--- src/rtl/countdown_timer.sv ---
// Loadable down-counter with IDLE/RUN/EXPIRE control; pulses done for one cycle
// when the count reaches zero, optionally reloading F for periodic operation.
module countdown_timer #(
    parameter int N    = 4,
    parameter int F    = 15,
    parameter int AUTO = 0
) (
    input  logic         clk,
    input  logic         rst,
    input  logic         load,
    input  logic [N-1:0] load_val,
    input  logic         start,
    input  logic         hold,
    output logic [N-1:0] q,
    output logic         busy,
    output logic         done
);

    localparam logic [N-1:0] F_VAL = N'(F);

    typedef enum logic [1:0] {
        IDLE   = 2'd0,
        RUN    = 2'd1,
        EXPIRE = 2'd2
    } state_t;

    state_t       state_reg;
    logic [N-1:0] q_reg;

    always_ff @(posedge clk) begin
        if (!rst) begin
            state_reg <= IDLE;
            q_reg     <= F_VAL;
        end else begin
            case (state_reg)
                IDLE: begin
                    if (load) begin
                        q_reg <= load_val;
                        if (start)
                            state_reg <= (load_val != '0) ? RUN : EXPIRE;
                    end else if (start) begin
                        state_reg <= (q_reg != '0) ? RUN : EXPIRE;
                    end
                end
                RUN: begin
                    if (!hold) begin
                        // q <= 1 also covers a zero count so RUN can never wrap
                        if (q_reg <= N'(1)) begin
                            q_reg     <= '0;
                            state_reg <= EXPIRE;
                        end else begin
                            q_reg <= q_reg - N'(1);
                        end
                    end
                end
                EXPIRE: begin
                    if (AUTO != 0) begin
                        q_reg     <= F_VAL;
                        state_reg <= (F_VAL == '0) ? EXPIRE : RUN;
                    end else begin
                        q_reg     <= '0;
                        state_reg <= IDLE;
                    end
                end
                default: begin
                    state_reg <= IDLE;
                    q_reg     <= F_VAL;
                end
            endcase
        end
    end

    assign q    = q_reg;
    assign busy = (state_reg == RUN);
    assign done = (state_reg == EXPIRE);

endmodule

--- config.mk ---
export PLATFORM = sky130hd
export DESIGN_NAME = countdown_timer
export DESIGN_NICKNAME = d
export VERILOG_FILES = /design/src/rtl/countdown_timer.sv
export SDC_FILE = /design/constraint.sdc
export NUM_CORES = 1
export LEC_CHECK = 0
export BUFFER_PORTS_ARGS = -buffer_cell sky130_fd_sc_hd__buf_2
export CORE_AREA = 2 2 39 41
export CTS_BUF_LIST = sky130_fd_sc_hd__clkbuf_4 sky130_fd_sc_hd__clkbuf_8
export CTS_CLUSTER_SIZE = 25
export DETAILED_ROUTE_END_ITERATION = 8
export DIE_AREA = 0 0 41 43
export GPL_TIMING_DRIVEN = 0
export PLACE_DENSITY_LB_ADDON = 0.3
export SETUP_SLACK_MARGIN = 0.2
export SLEW_MARGIN = 20
export SYNTH_ARGS = -nofsm -noshare
export SYNTH_HDL_FRONTEND = slang
export SYNTH_SLANG_ARGS = --single-unit
export TNS_END_PERCENT = 5
--- constraint.sdc ---
create_clock -name clk -period 2.2 [get_ports clk]
set_clock_uncertainty 0.05 [all_clocks]
set_input_delay 0.44 -clock clk [delete_from_list [all_inputs] [get_ports clk]]
set_output_delay 0.44 -clock clk [all_outputs]
set_load 0.02 [all_outputs]
# Yosys cells after proc, flatten, opt, wreduce, memory -nomap -nowiden
# Cells that the tools add are included.
[classes] addsub=1 n_lt_le_gt_ge=1 n_mux=12 eq_ne=6 n_reduce_logical=5
[op_table] operator="$mux 2" count=7
[op_table] operator="$mux 4" count=3
[op_table] operator="$pmux 4 s3" count=1
[op_table] operator="$reduce_bool 4->1" count=2
[op_table] operator="$ne 2x2->1 const B" count=3
[op_table] operator="$le 4x1->1 const B" count=1
[op_table] operator="$pmux 2 s2" count=1
[op_table] operator="$sub 4x1->4 const B" count=1
[op_table] operator="$reduce_and 3->1" count=1
[op_table] operator="$eq 2x1->1 const B" count=1
[op_table] operator="$eq 2x2->1 const B" count=1
[op_table] operator="$logic_not 2->1" count=1
[op_table] operator="$ne 2x1->1 const B" count=1
[op_table] operator="$reduce_and 2->1" count=1
[totals] reg_bits=6 word_cells=27 output_inout_bits=6

# Longest topological paths before layout
# Gate-level depths: netlist (run 1).
[logic_depth] word_depth=5 mapped_depth=6

# Worst setup path after synthesis (run 1)
# Ideal clock, no wire load.
[synth_path] kind="reg-to-reg" start="register q_reg[0] (netlist: q[0])" end="register q_reg[1] (netlist: q[1])" t_required_ps=2028 arrival_ps=1375 synth_period_minus_slack_ps=1547 setup_slack_ps=653 setup_ps=122 stages_incl_launch_ff=6 cell_sequence="dfxtp_1 -> ha_1 -> nor2_1 -> o31ai_4 -> nor2_1 -> o32a_1"
[synth_via] elab_chain_len=4 elab_cells_between_ends=5
[synth_lines] element="from (decl)" line="28" source="logic [N-1:0] q_reg;"
[synth_lines] element="from (signal assigned)" line="38" source="q_reg <= load_val;"
[synth_lines] element="from (signal assigned)" line="52" source="q_reg <= q_reg - N'(1);"
[synth_lines] element="$sub 4x1->4 or $le 4x1->1 (tied branches)" line="52, 48"
[synth_lines] element="$mux 4 *" line="48" source="if (q_reg <= N'(1)) begin"
[synth_lines] element="$mux 4 *" line="46" source="if (!hold) begin"
[synth_lines] element="$pmux 4 s3 *" line="35" source="case (state_reg)"
# Every way passes the cells marked *; elsewhere a longest branch is shown, timed or not. The select of a mux whose other input is x is not followed.
# A chain may end at the register's enable or synchronous reset.

# Worst setup path after layout (run 1)
# Same ends and word-level chain as after synthesis.

==> results of run 1 <==
-- area by class of cell --
type | instances | area share
Clock buffer | 3 | 0.0396
Multi-Input combinational cell | 40 | 0.529
Buffer | 2 | 0.0220
Sequential cell | 6 | 0.211
Inverter | 6 | 0.0396
Timing Repair Buffer | 14 | 0.123
Tap cell | 16 | 0.0352
-- stage by stage --
| step | instance area (um^2) | std cells | hold slack (ns) |
|---|---|---|---|
| after floorplan | 455 | 54 | 0.492 |
| after global placement | 546 | 84 | 0.479 |
| after detailed placement | 546 | 84 | 0.469 |
| after CTS | 568 | 87 | 0.401 |
| after global routing | 568 | 87 | 0.404 |
| final | 568 | 87 | 0.412 |
-- Yosys cell counts --
cell type,count
o311ai_4,1
o211a_1,2
and2b_2,1
ha_1,2
o21a_1,1
and2_1,1
o32a_1,2
nand4b_1,1
and2b_4,1
o31ai_4,1
buf_2,1
inv_1,6
a21oi_1,1
o21ai_0,5
dfxtp_1,6
a32o_1,1
buf_4,1
nand2_1,5
nor4_1,1
nor2b_1,2
nor4b_2,1
or2_0,1
o31ai_1,1
nor2_1,7
o2111ai_1,1
nor3_1,1
-- power breakdown --
group          switching, mW  leakage, nW  internal (mW)
clock                 0.0376       0.0138         0.0616
sequential            0.0285       0.0499          0.129
combinational         0.0950        0.198         0.0759
-- cell families (layout without fill, tap and decap cells) --
group,after synthesis,in the layout,synth area share
flops,6,6,0.264
buf+inv,8,25,0.0769
simple gates,22,22,0.272
fa+ha+maj,2,2,0.0549
compound gates,16,16,0.332
-- metal layers --
metal / vias to the layer above / global-route usage
li1: 228 / -
met1: 203 / 0.162
met2: 14 / 0.191
met3: 0 / 0.0471
met4: 0 / 0.0800
met5: - / 0
-- cells in the final DEF, fill, tap and decap left out, types with 2 or more instances in the layout --
cell type	n
nand2_1	5
dfxtp_1	6
clkbuf_4	3
nor2b_1	2
nor2_1	7
o211a_1	2
o21ai_0	5
inv_1	6
o32a_1	2
ha_1	2
buf_2	15
-- final timing paths --
path	to	slack, ns	depth (start not counted)
setup / recovery	q[1]	0.60	6
hold / removal	state_reg[0]	0.41	2
setup reg to reg	q[1]	0.60	6
hold reg to reg	q[1]	0.48	1
==> flow_metrics.tcl, run 1 <==
set metrics [dict create \
    run_status "finished, final reports clean" \
    rsz0062_at_grt "false" \
    synth.yosys.seq_area_share 0.264 \
    synth_top_area_frac 0.264 \
    final_nets 84 \
    synth.distinct_cells 26 \
    htree_levels 1 \
    drive_above_1_share 0.338 \
    hold_viol 0 \
    grt_pass1_vias 386 \
    io_pins 15 \
    dp_slack_ns 0.585 \
    layout_min_cycle_time_ns 1.60 \
    multi_input_area_um2 300 \
    diodes 0 \
    cp_slowest_cell "dfxtp_1" \
    hp-class "input port to flop" \
    slowest_delay_ns 0.35 \
    cp_common_cell "nor2_1" \
    seq_area_um2 120 \
    cp.required_ns 2.27 \
    tightestPinTransition_ns 0.463 \
    cts_tree "done" \
    antenna_found_initial 0 \
    syn_nets 65 \
    setup_tns_ns 0 \
    nFillCells 144 \
    yosys.area.top_type "dfxtp_1" \
    crit_start "q[0]" \
    yosysWarnings 0 \
    r2r_start "q[0]" \
    ys_top_cells_by_area "dfxtp_1 (26%), nor2_1 (5.8%), o311ai_4 (5.8%)" \
    dieArea_um2 1760 \
    start_util 0.329 \
    max_freq_ghz 0.623 \
    drc 0 \
    avgSynthCellArea_um2 8.43 \
    clk_path_buf_depth 2 \
    post-cts-setup-buffers 0 \
    wl_met1_um 446 \
    routed_wl_um 994 \
    arrival_ns 1.68 \
    top_layer_used "met3" \
    critical_path.top_delay_family "compound AO/OA/AOI/OAI gates" \
    route.met3.wl_um 65 \
    maxSlewHeadroom 0.688 \
    cts_buffers 3 \
    wl_per_cell_um 11.4 \
    io_buffers 14 \
    p_leak_nw 0.262 \
    vias 445 \
    holdCritStartpoint "start" \
    worstPathMaxFanout 6 \
    grt_pass1_wl_um 1570 \
    fin_ws_ns 0.595 \
    coreArea_um2 1380 \
    cts_hold_buf 0 \
    drt_iter0_drc 15 \
    grt-ovfl-total 0 \
    path_buf_inv 1 \
    p_per_area_nw_per_um2 752 \
    area_delta_synth_final_pct 24.7 \
    die_h_um 43 \
    die_w_um 41 \
    finalWeightedCongestion 0.730 \
    vdd_drop_max_v 0.000241 \
    fin_util 0.410 \
    track_usage 0.133 \
    viasPerCell 5.11 \
    worstSetupEndpointType "flop" \
    maxCapViolations 0 \
    finalCritPeriodShare 0.729 \
    worstPathCellList "inv_1 -> ha_1 -> nor2_1 -> o31ai_4 -> nor2_1 -> o32a_1" \
    cts_sinks 6 \
    cts_resized 0 \
    p_total_mw 0.427 \
    largest_reg_flops 4 \
    antenna_left 0 \
    setup_violations 0 \
    drv_slew 0 \
    synthCells 54 \
    grt_max_degree 11 \
    ys_ff_latch 6 \
    clk_pin_slew_ns 0.04 \
    firstDrtPassIters 4 \
    crit_type "flop to flop" \
    root_buffer "clkbuf_4" \
    cp-start-kind "flop" \
    route.met2.wl_um 482 \
    syn_area_um2 455 \
    rows 14 \
    clkLatencyLatePin_ns 0.24 \
]
(Power assumes the default switching activity.)
==> inputs of run 2 (changes only) <==
--- a/config.mk
+++ b/config.mk
@@ -5,6 +5,7 @@
 export SDC_FILE = /design/constraint.sdc
 export NUM_CORES = 1
 export LEC_CHECK = 0
+export ABC_AREA = 1
 export BUFFER_PORTS_ARGS = -buffer_cell sky130_fd_sc_hd__buf_2
 export CORE_AREA = 2 2 39 41
 export CTS_BUF_LIST = sky130_fd_sc_hd__clkbuf_4 sky130_fd_sc_hd__clkbuf_8
==> constraint.sdc (replaced) <==
create_clock -name clk -period 1.56 [get_ports clk]
set_clock_uncertainty 0.05 [all_clocks]
set_input_delay 0.312 -clock clk [delete_from_list [all_inputs] [get_ports clk]]
set_output_delay 0.312 -clock clk [all_outputs]
set_load 0.02 [all_outputs]
==> run 2 against run 1 <==
  * Total power up 47%
  * Sequential power up 36%
  * Count of clock-buffer cells in the layout unchanged
  * Global-route usage down 0.73 points
  * Wire length down 1.5%
  * Critical endpoint is now busy
  * Synthesized cell count up 46%
  * Hold slack worse by 0.17 ns
  * Setup slack worse by 0.35 ns
==> flow_metrics.tcl, run 2 <==
set metrics [dict create \
    run_status "finished, final reports clean" \
    viasPerCell 4.40 \
    syn_nets 90 \
    worstSetupEndpointType "output port" \
    clkLatencyLatePin_ns 0.24 \
    final_nets 109 \
    largest_reg_flops 4 \
    yosysWarnings 0 \
    yosysMostFrequentCell "nand2_1" \
    cts_buffers 3 \
    start_util 0.331 \
    vias 493 \
    maxSlewHeadroom 0.788 \
    tightestPinTransition_ns 0.317 \
    syn_area_um2 458 \
    grt_max_degree 8 \
    coreArea_um2 1380 \
    cp.required_ns 1.20 \
    diodes 0 \
    synth_top_area_frac 0.262 \
    clk_path_buf_depth 2 \
    clk_pin_slew_ns 0.04 \
    max_freq_ghz 0.761 \
    drv_slew 0 \
    cp_slowest_cell "dfxtp_2" \
    rows 14 \
    final_common_cell "nand2_1" \
    most-common-layout-cells "nand2_1 (30), buf_2 (14), inv_1 (11)" \
    r2r_start "q[1]" \
    drt_iter0_drc 11 \
    cts_tree "done" \
    ys_top_cells_by_area "dfxtp_1 (26%), nand2_1 (25%), inv_1 (11%)" \
    async_flop_share 0 \
    synth.distinct_cells 15 \
    maxCapViolations 0 \
    track_usage 0.126 \
    worstPathMaxFanout 4 \
    synth.yosys.seq_area_share 0.262 \
    dieArea_um2 1760 \
    root_buffer "clkbuf_4" \
    antenna_found_initial 0 \
    fin_ws_ns 0.245 \
    arrival_ns 0.95 \
    antenna_left 0 \
    dp_slack_ns 0.230 \
    routed_wl_um 979 \
    p_per_area_nw_per_um2 1050 \
    holdCritStartpoint "rst" \
    io_pins 15 \
    crit_start "state_reg[1]" \
    hp-class "input port to flop" \
    die_w_um 41 \
    slowest_delay_ns 0.36 \
    ys_ff_latch 6 \
    worstPathCellList "inv_2 -> nand2_2 -> inv_1 -> buf_2" \
    path_buf_inv 3 \
    finalCritPeriodShare 0.843 \
    hold_viol 0 \
    hpwl_um 783 \
    synth-edff-count 0 \
    rsz0062_at_grt "true" \
    drive_above_1_share 0.313 \
    cp-start-kind "flop" \
    p_leak_nw 0.345 \
    avgSynthCellArea_um2 5.80 \
    crit_type "flop to output port" \
    layout_min_cycle_time_ns 1.31 \
    placed_area_um2 549 \
    synthCells 79 \
    grt_pass1_vias 375 \
    cts_sinks 6 \
    yosys.area.top_type "dfxtp_1" \
    io_buffers 14 \
    htree_levels 1 \
    critical_path.top_delay_family "flip-flops" \
    synth-main-ff-cell "dfxtp_1" \
    wl_per_cell_um 8.74 \
    grt_pass1_wl_um 1450 \
    setup_violations 0 \
    vdd_drop_max_v 0.000417 \
    setup_tns_ns 0 \
    synthTopCellsByCount "nand2_1 (30), inv_1 (13), nor2_1 (9)" \
    drc 0 \
    fin_area_um2 596 \
    finalWeightedCongestion 0.768 \
    die_h_um 43 \
    cts_hold_buf 0 \
    firstDrtPassIters 4 \
    grt-ovfl-total 0 \
    area_delta_synth_final_pct 30.1 \
]
==> run 2: area by class of cell <==
cell class                      count  area (um^2)
Fill cell                         155          788
Multi-Input combinational cell     59          305
Inverter                           14         52.6
Clock buffer                        3         22.5
Sequential cell                     6          125
Timing Repair Buffer               14         70.1
Tap cell                           16         20.0
==> run 2: timing repair <==
item / in CTS / in global routing
setup endpoints to repair: 1 / 8
gates cloned: 0 / 0
buffers inserted: 0 / 0
pin swaps: 0 / 1
resized for setup: 1 / 7
==> run 2: per-layer routing <==
| metal | routed length, um | vias to the layer above | global-route usage |
|---|---|---|---|
| met4 | 0 | 0 | 0.100 |
| li1 | - | 273 | - |
| met3 | 40 | 0 | 0.0314 |
| met1 | 455 | 209 | 0.148 |
| met2 | 483 | 11 | 0.181 |
| met5 | 0 | - | 0 |
==> run 2: cell families (layout without fill, tap and decap cells) <==
| family | count (synthesis) | count (layout) | synth area share |
|---|---|---|---|
| and+or+nand+nor | 50 | 50 | 0.475 |
| buffers and inverters | 14 | 31 | 0.115 |
| AOI/OAI and AO/OA | 6 | 6 | 0.0738 |
| DFF | 6 | 6 | 0.262 |
| adders and majority gates | 2 | 2 | 0.0546 |
| xor gates and xnor gates | 1 | 1 | 0.0191 |
==> run 2: worst paths after layout <==
kind	to	cells past startpoint	slack, ns
worst max-delay path	busy	4	0.25
worst min-delay path	q[1]	2	0.24
worst max register to register	q[2]	9	0.32
worst min register to register	q[3]	2	0.50
==> run 2: where the power goes <==
group | total, mW | internal, mW | switching [mW]
sequential | 0.213 | 0.183 | 0.0301
combinational | 0.272 | 0.0994 | 0.172
clock | 0.143 | 0.0870 | 0.0558
==> run 2: per-stage QoR <==
step / hold slack (ns) / util / cells / power, mW
2_1_floorplan: 0.331 / - / 79 / 0.400
3_3_place_gp: 0.481 / 0.397 / 109 / 0.466
3_5_place_dp: 0.488 / 0.397 / 109 / 0.469
4_1_cts: 0.244 / 0.414 / 112 / 0.616
5_1_grt: 0.251 / 0.430 / 112 / 0.683
6_report: 0.240 / 0.430 / 112 / 0.628
==> inputs of run 3 (changes only) <==
==> constraint.sdc (replaced) <==
create_clock -name clk -period 1.15 [get_ports clk]
set_clock_uncertainty 0.05 [all_clocks]
set_input_delay 0.23 -clock clk [delete_from_list [all_inputs] [get_ports clk]]
set_output_delay 0.23 -clock clk [all_outputs]
set_load 0.02 [all_outputs]
==> run 3 against run 2 <==
  * The flow now finishes with violations (negative setup slack)
  * Sequential power rose by 46%
  * Setup slack worse by 0.31 ns
  * Wire length grew 14%
  * Register-to-register slack got worse by 0.36 ns
  * Hold slack got worse by 0.084 ns
  * Non-clock buffer count increased by 5
  * Die area is the same
  * Critical path depth down 1
  * Critical endpoint unchanged
==> flow_metrics.tcl, run 3 (synthesized netlist as in run 2, its figures left out) <==
set metrics [dict create \
    crit_type "flop to output port" \
    cts_tree "done" \
    run_status "finished with violations" \
    multi_input_area_um2 347 \
    diodes 0 \
    io_pins 15 \
    p_switching_mw 0.403 \
    most-common-layout-cells "nand2_1 (28), buf_2 (10), inv_1 (8)" \
    cts_buffers 3 \
    drc 0 \
    final_common_cell "nand2_1" \
    worstPathMaxFanout 5 \
    root_buffer "clkbuf_4" \
    worstPathCellList "nand2_4 -> inv_4 -> buf_6" \
    hpwl_um 810 \
    finalWeightedCongestion 0.797 \
    clk_pin_slew_ns 0.05 \
    grt_pass1_wl_um 1750 \
    slowest_delay_ns 0.42 \
    setup_violations 7 \
    dp_cells 109 \
    largest_reg_flops 4 \
    track_usage 0.144 \
    firstDrtPassIters 4 \
    rows 14 \
    antenna_found_initial 0 \
    maxCapViolations 0 \
    wl_per_cell_um 9.42 \
    seq_area_um2 135 \
    p_per_area_nw_per_um2 1400 \
    drive_above_1_share 0.461 \
    drt_iter0_drc 5 \
    grt_pass1_vias 458 \
    rsz0062_at_grt "true" \
    clk_path_buf_depth 2 \
    fin_util 0.533 \
    cp.required_ns 0.87 \
    tightestPinTransition_ns 0.233 \
    dieArea_um2 1760 \
    cp_slowest_cell "dfxtp_2" \
    clkLatencyLatePin_ns 0.24 \
    failed_checks "negative setup slack" \
    layout_min_cycle_time_ns 1.22 \
    cts_sinks 6 \
    die_w_um 41 \
    arrival_ns 0.94 \
    vdd_drop_max_v 0.000957 \
    cts_hold_buf 0 \
    vias 532 \
    hold_viol 0 \
    viasPerCell 4.51 \
    p_seq_frac 0.301 \
    htree_levels 1 \
    hp-class "input port to flop" \
    cp-start-kind "flop" \
    finalCritPeriodShare 1.06 \
    grt_max_degree 8 \
    max_freq_ghz 0.820 \
    switching_share 0.391 \
    power.share.clock 0.222 \
    grt-ovfl-total 0 \
    start_util 0.331 \
    worstSetupEndpointType "output port" \
    io_buffers 14 \
    setup_tns_ns -0.209 \
    maxSlewHeadroom 0.845 \
    final_nets 114 \
    intPower_mw 0.629 \
    antenna_left 0 \
    fin_cells 118 \
    routed_wl_um 1110 \
    pwr-share-comb 0.478 \
    nFillCells 144 \
    p_leak_nw 0.386 \
    area_delta_synth_final_pct 61.2 \
    fin_ws_ns -0.0689 \
    drv_slew 0 \
    die_h_um 43 \
    coreArea_um2 1380 \
]
==> run 3: cell types whose count changed in the layout (fill, tap and decap cells not counted), moves of 3 or more <==
cell	change
dfxtp_4	+3
inv_4	+3
buf_4	+5
buf_6	+3
buf_2	-4
inv_1	-3
==> run 3: what timing repair did <==
item / in CTS / in global routing
setup endpoints to repair: 12 / 12
setup buffers: 3 / 2
hold endpoints to repair: 0 / 0
resized for setup: 18 / 8
pin swaps: 8 / 6
==> run 3: final cells by class <==
type | instances | area share
clock buffer | 4 | 0.0407
inverter | 14 | 0.0881
sequential | 6 | 0.183
tap | 16 | 0.0271
multi-input combinational | 59 | 0.469
timing repair buffer | 19 | 0.192
==> run 3: final timing paths <==
| path | from | to | slack, ns | cells after the start |
|---|---|---|---|---|
| worst min-delay path | rst | q[0] | 0.16 | 2 |
| worst max-delay path | state_reg[0] | busy | -0.07 | 3 |
| worst min register to register | q[3] | q[3] | 0.47 | 2 |
| worst max register to register | state_reg[1] | state_reg[1] | -0.04 | 6 |
==> run 3: metal layers <==
layer | vias to the layer above | track usage | share of wire
li1 | 284 | - | -
met2 | 10 | 0.228 | 0.54
met1 | 238 | 0.176 | 0.42
met3 | 0 | 0.0524 | 0.040
met5 | - | 0 | 0
met4 | 0 | 0.0400 | 0
==> run 3: power by group through the flow <==
stage          Clock (mW)  Combinational (mW)  Sequential [mW]
2_1_floorplan           0               0.243            0.325
3_3_place_gp            0               0.363            0.298
3_5_place_dp            0               0.368            0.299
4_1_cts             0.237               0.456            0.305
5_1_grt             0.260               0.538            0.316
6_report            0.229               0.493            0.310
==> run 3: critical path, delay by kind of cell (launching register included) <==
family        cells  cell delay [ns]
buf+inv           2             0.18
simple gates      1             0.09
flops             1             0.42
==> run 3: metrics by stage <==
step           power (mW)  hold WS (ns)  setup WS [ns]  instance area, um^2
2_1_floorplan       0.569         0.248        -0.0120                  488
3_3_place_gp        0.661         0.407        -0.0551                  578
3_5_place_dp        0.667         0.411        -0.0596                  578
4_1_cts             0.998         0.152        -0.0411                  701
5_1_grt              1.11         0.145         -0.114                  738
6_report             1.03         0.156        -0.0689                  738
